### config.mk
export PLATFORM = sky130hd
export DESIGN_NAME = nn_alu_pipe
export DESIGN_NICKNAME = d
export VERILOG_FILES = /design/src/rtl/nn_alu_pipe.sv
export SDC_FILE = /design/constraint.sdc
export NUM_CORES = 2
export LEC_CHECK = 0
export CAP_MARGIN = 10
export CORE_MARGIN = 8
export CORE_UTILIZATION = 45
export CTS_CLUSTER_DIAMETER = 150
export DETAILED_ROUTE_END_ITERATION = 7
export SLEW_MARGIN = 20
export SYNTH_ARGS = -nofsm -noshare
export SYNTH_HDL_FRONTEND = slang
export SYNTH_SLANG_ARGS = --single-unit
### constraint.sdc
create_clock -name clk_i -period 4.19 [get_ports clk_i]
set_input_delay 0.419 -clock clk_i [delete_from_list [all_inputs] [get_ports clk_i]]
set_output_delay 0.419 -clock clk_i [all_outputs]
set_load 0.02 [all_outputs]
### src/rtl/nn_alu_pipe.sv
// nn_alu_pipe: registered, valid/ready handshaked NN ALU with a persistent
// signed MAC accumulator, saturating readout and sticky overflow.
module nn_alu_pipe #(
  parameter int BITWIDTH    = 32,
  parameter int MP_BITWIDTH = 8,
  parameter int ACC_WIDTH   = 64
) (
  input  logic                 clk_i,
  input  logic                 rst_n_i,
  input  logic                 valid_i,
  output logic                 ready_o,
  input  logic [BITWIDTH-1:0]  data1_i,
  input  logic [BITWIDTH-1:0]  data2_i,
  input  logic [3:0]           ALUCtrl_i,
  output logic                 valid_o,
  input  logic                 ready_i,
  output logic [BITWIDTH-1:0]  data_o,
  output logic                 Zero_o,
  output logic [ACC_WIDTH-1:0] acc_o,
  output logic                 ovf_o
);

  localparam int LANES = BITWIDTH / MP_BITWIDTH;
  localparam int PW    = 2 * BITWIDTH;
  localparam int AM    = ACC_WIDTH - 1;

  localparam logic [3:0] OP_SUM  = 4'b0001;
  localparam logic [3:0] OP_SUB  = 4'b0010;
  localparam logic [3:0] OP_AND  = 4'b0011;
  localparam logic [3:0] OP_OR   = 4'b0100;
  localparam logic [3:0] OP_XOR  = 4'b0101;
  localparam logic [3:0] OP_MUL  = 4'b0110;
  localparam logic [3:0] OP_RELU = 4'b0111;
  localparam logic [3:0] OP_MAXP = 4'b1000;
  localparam logic [3:0] OP_MAC  = 4'b1001;
  localparam logic [3:0] OP_ARD  = 4'b1010;
  localparam logic [3:0] OP_ACLR = 4'b1011;

  logic                        r_valid;
  logic [BITWIDTH-1:0]         r_data;
  logic                        r_zero;
  logic signed [ACC_WIDTH-1:0] r_acc;
  logic                        r_ovf;

  logic                        w_accept;
  logic signed [PW-1:0]        w_prod;
  logic signed [ACC_WIDTH-1:0] w_prod_ext;
  logic signed [ACC_WIDTH-1:0] w_acc_sum;
  logic                        w_add_ovf;
  logic signed [MP_BITWIDTH-1:0] w_lane_max;
  logic [BITWIDTH-1:0]         w_res;
  logic signed [ACC_WIDTH-1:0] w_acc_nxt;
  logic                        w_ovf_nxt;

  // Clamp an accumulator value into the signed BITWIDTH range.
  function automatic logic [BITWIDTH-1:0] sat(
    input logic signed [ACC_WIDTH-1:0] v
  );
    logic [ACC_WIDTH-BITWIDTH:0] hi;
    hi = v[AM:BITWIDTH-1];
    if ((&hi) || !(|hi)) return v[BITWIDTH-1:0];
    else if (v[AM]) return {1'b1, {(BITWIDTH-1){1'b0}}};
    else return {1'b0, {(BITWIDTH-1){1'b1}}};
  endfunction

  assign ready_o  = !r_valid || ready_i;
  assign w_accept = valid_i && ready_o;

  assign w_prod     = PW'(signed'(data1_i)) * PW'(signed'(data2_i));
  assign w_prod_ext = ACC_WIDTH'(w_prod);
  assign w_acc_sum  = r_acc + w_prod_ext;
  assign w_add_ovf  = (r_acc[AM] == w_prod_ext[AM]) &&
                      (w_acc_sum[AM] != r_acc[AM]);

  always_comb begin
    w_lane_max = data1_i[MP_BITWIDTH-1:0];
    for (int i = 1; i < LANES; i++) begin
      if (signed'(data1_i[i*MP_BITWIDTH +: MP_BITWIDTH]) > w_lane_max)
        w_lane_max = data1_i[i*MP_BITWIDTH +: MP_BITWIDTH];
    end
  end

  always_comb begin
    w_res     = data1_i;
    w_acc_nxt = r_acc;
    w_ovf_nxt = r_ovf;
    unique case (ALUCtrl_i)
      OP_SUM:  w_res = data1_i + data2_i;
      OP_SUB:  w_res = data1_i - data2_i;
      OP_AND:  w_res = data1_i & data2_i;
      OP_OR:   w_res = data1_i | data2_i;
      OP_XOR:  w_res = data1_i ^ data2_i;
      OP_MUL:  w_res = w_prod[BITWIDTH-1:0];
      OP_RELU: begin
        if (data1_i[BITWIDTH-1] || !(|data1_i)) w_res = '0;
      end
      OP_MAXP: w_res = BITWIDTH'(w_lane_max);
      OP_MAC: begin
        w_acc_nxt = w_acc_sum;
        w_ovf_nxt = r_ovf || w_add_ovf;
        w_res     = sat(w_acc_sum);
      end
      OP_ARD:  w_res = sat(r_acc);
      OP_ACLR: begin
        w_acc_nxt = '0;
        w_ovf_nxt = 1'b0;
        w_res     = '0;
      end
      default: w_res = data1_i;
    endcase
  end

  always_ff @(posedge clk_i or negedge rst_n_i) begin
    if (!rst_n_i) begin
      r_valid <= 1'b0;
      r_data  <= '0;
      r_zero  <= 1'b0;
      r_acc   <= '0;
      r_ovf   <= 1'b0;
    end else if (w_accept) begin
      r_valid <= 1'b1;
      r_data  <= w_res;
      r_zero  <= (data1_i == data2_i);
      r_acc   <= w_acc_nxt;
      r_ovf   <= w_ovf_nxt;
    end else if (ready_i) begin
      r_valid <= 1'b0;
    end
  end

  assign valid_o = r_valid;
  assign data_o  = r_data;
  assign Zero_o  = r_zero;
  assign acc_o   = r_acc;
  assign ovf_o   = r_ovf;

endmodule

==> metrics.md <==
| Metric | Value |
|---|---|
| Sum Neg Setup Slack | -490.64 ns |
| Crit share post-route | 2.72 |
| Largest family of logic cells by synthesized area | adder cells |
| Final hold viol count | 0 |
| CP required | around 4.5 ns |
| Number of buffers added on ports | 171 |
| CP most frequent cell | fa_1 |
| Syn_nets | between 7000 and 8000 |
| Core ar. | 109000 µm² |
| Layout cell share with drive strength beyond 1 | 0.337 |
| Synth Area in Compound Gates | 0.133 |
| Mux contribution to synthesized area | 0.00381 |
| Final Max Tran Viols | 0 |
| Post-synthesis simple-gate area fraction | 0.151 |
| CTS Root Cell | clkbuf_16 |
| Area delta synth->final | 43.9% |
| Pre-CTS setup slack | -8.91 ns |
| # DRC | 0 |
| Die footprint | 120000 µm² |
| DR vias/cell | 5.73 |
| Final Setup Violations | 92 |
| Initial antenna violation count | 10 |
| Chip width | ~350 µm |
| GR Overflow Total | 0 |
| Yosys reg bits | 99 |
| Finished Layout Cells | 8757 |
| Clk_lat worst skew | 0.40 ns |
| Post-synthesis sequential area ratio | 0.0503 |
| Worst EP arrival | roughly 12 ns |
| WL per Instance | 25.7 µm |
| # fillers | 9078 |
| Gr usage total | 0.368 |
| Dpl hpwl | 185000 µm |
| Fmax | 0.0879 GHz |
| Number of flops mapped to enable cells by yosys | 0 |
| Primary FF master, synth | dfrtp_1 |
| Least-Margin Pin Slew | 0.958 ns |
| Crit-path max cell delay | 0.57 ns |
| Largest net degree at the start of global routing | 42 |
| CTS tree | built |
| Worst Clk Skew | between 0.02 and 0.025 ns |
| Worst slew margin | 0.360 |
| Netlist cell types | 86 |
| CP Max Fanout | 7 |
| Status | finished, violations left |
| Routed WL | 225000 µm |
| Via count | 50200 |
| Crit start category | input port |
| Cell Area, Synth | 49300 µm² |
| Max cap viols | 0 |
| Slowest cell on the critical path | fa_1 |
| Die H | about 350 µm |
| Ys Warns | 0 |
| Failing checks | setup timing |
| Post-Syn Area per Cell | around 8.4 µm² |
| CTS Buf Count | 9 |
| Reg clk slew, reported paths | ~0.09 ns |
| Synth Area in Adders | 0.535 |
| Final Util | 0.652 |
| Hold crit path type | input port to async pin |
| XOR/XNOR share of the synthesized area | 0.0222 |
| Crit path kind | input port to flip-flop |
| Cells after Synth | between 5000 and 6000 |
| Num rows | between 100 and 150 |
| Fin nets | 8860 |
| Number of global-route vias before repair | 53000 |
| RSZ-0062 raised after global routing | true |
| I/O pins | roughly 170 |
| Crit. End Element | flip-flop |
| Share of flip-flops with an asynchronous set or reset | 1.00 |
| CP top delay family | adder cells |
| Post-DRT Antenna Nets | 0 |
| Final worst slack | -7.19 ns |
| Initial Util | 0.453 |
| Starting DRT DRC Count | 4279 |
| Inst Count DP | 8451 |
| H-tree depth | 3 |
| GPL Wtd Cong | 1.02 |
| First-pass GRT wire length | 335000 µm |
| Tmin final | 11.38 ns |
| CTS max path bufs | 2 |
| Initial DRT Pass Iterations | 6 |
| # clock sinks | 99 |
| Buf+Inv Stages, Crit Path | 8 |
## repair_timing
action	CTS	global route
setup buffers	253	45
pin swaps	318	223
endpoints found under the setup margin	93	93
resized for setup	880	282
cloned	4	4
hold buffers	0	0
## metal layers
| metal | part of all wire | global-route usage | wire length, µm | vias to the layer above |
|---|---|---|---|---|
| met5 | 0.00018 | 0 | 41 | - |
| met4 | 0.080 | 0.221 | 18000 | 6 |
| met3 | 0.096 | 0.0891 | 21500 | 780 |
| met2 | 0.45 | 0.586 | 102000 | 2695 |
| met1 | 0.37 | 0.453 | 83600 | 25200 |
| li1 | - | - | - | 21500 |
## Yosys cell counts, types with 47 or more instances
master	instances	area [µm²]
xnor2_1	83	727
dfrtp_1	99	2480
a211oi_1	47	353
ha_1	369	4620
nand4_1	48	300
a21oi_1	269	1350
o21ai_0	226	1130
inv_1	1045	3920
o22ai_1	47	294
nor2_1	655	2460
a21o_1	68	510
buf_1	57	214
nand2_1	760	2850
nand3_1	52	260
clkbuf_1	247	927
fa_1	1085	21700
## kinds of logic after synthesis
family	after synthesis
adders and majority gates	1454
muxes	18
xor gates and xnor gates	123
AOI/OAI and AO/OA	1005
DFF	99
buffers and inverters	1375
and+or+nand+nor	1758
## cell type report
class | instances | area [µm²] | area share
repair buffers | 1800 | 16100 | 0.227
multi-input cells | 4358 | 45900 | 0.648
well taps | 1414 | 1770 | 0.0250
flip-flops and latches | 99 | 2480 | 0.0349
clock inverters | 6 | 60.1 | 0.000847
clock buffers | 10 | 239 | 0.00337
diodes | 4 | 10.0 | 0.000141
inverters | 1064 | 4300 | 0.0607
repair inverters | 2 | 20.0 | 0.000282
## through the flow
step	instance area, µm²	hold slack [ns]
global placement	63800	0.456
floorplan	51200	0.123
finish	70900	0.0316
CTS	69400	0.0355
global route	70900	0.0625
detailed placement	63800	0.453
## path summary, 6_finish.rpt
path | from | slack, ns | endpoint | cells after the start
max | data2_i[6] | -7.19 | data_o[23] | 44
min | rst_n_i | 0.03 | acc_o[38] | 1
max reg2reg | acc_o[0] | -0.88 | data_o[23] | 18
min reg2reg | ovf_o | 0.55 | ovf_o | 2
max in group asynchronous | rst_n_i | 3.24 | acc_o[12] | 2
min in group clk_i | ovf_o | 0.55 | ovf_o | 2
## cell usage in the layout (no fill, tap or decap), types with 35 or more instances in the layout
cell,Yosys,final
buf_4,0,1342
fa_1,1085,1006
inv_1,1045,971
nand2_1,760,690
nor2_1,655,535
ha_1,369,286
a21oi_1,269,196
o21ai_0,226,161
buf_6,2,153
buf_12,0,117
clkdlybuf4s50_1,0,113
dfrtp_1,99,99
nor2_2,0,85
fa_2,0,79
ha_4,0,76
a21o_1,68,68
inv_2,3,54
a21oi_2,0,53
xnor2_1,83,50
nand4_1,48,48
o22ai_1,47,46
nand2_2,0,45
a22o_1,46,45
nand3_1,52,43
o211ai_1,35,35
nor2_4,0,35
## flip-flops by register name, indices dropped and copies added (netlist names)
signal	count
acc_o	64
Zero_o	1
data_o	32
valid_o	1
ovf_o	1
Power is left out: the tool's default activity adds up to more than one toggle a clock period on the data nets, which glitch-free logic cannot reach.
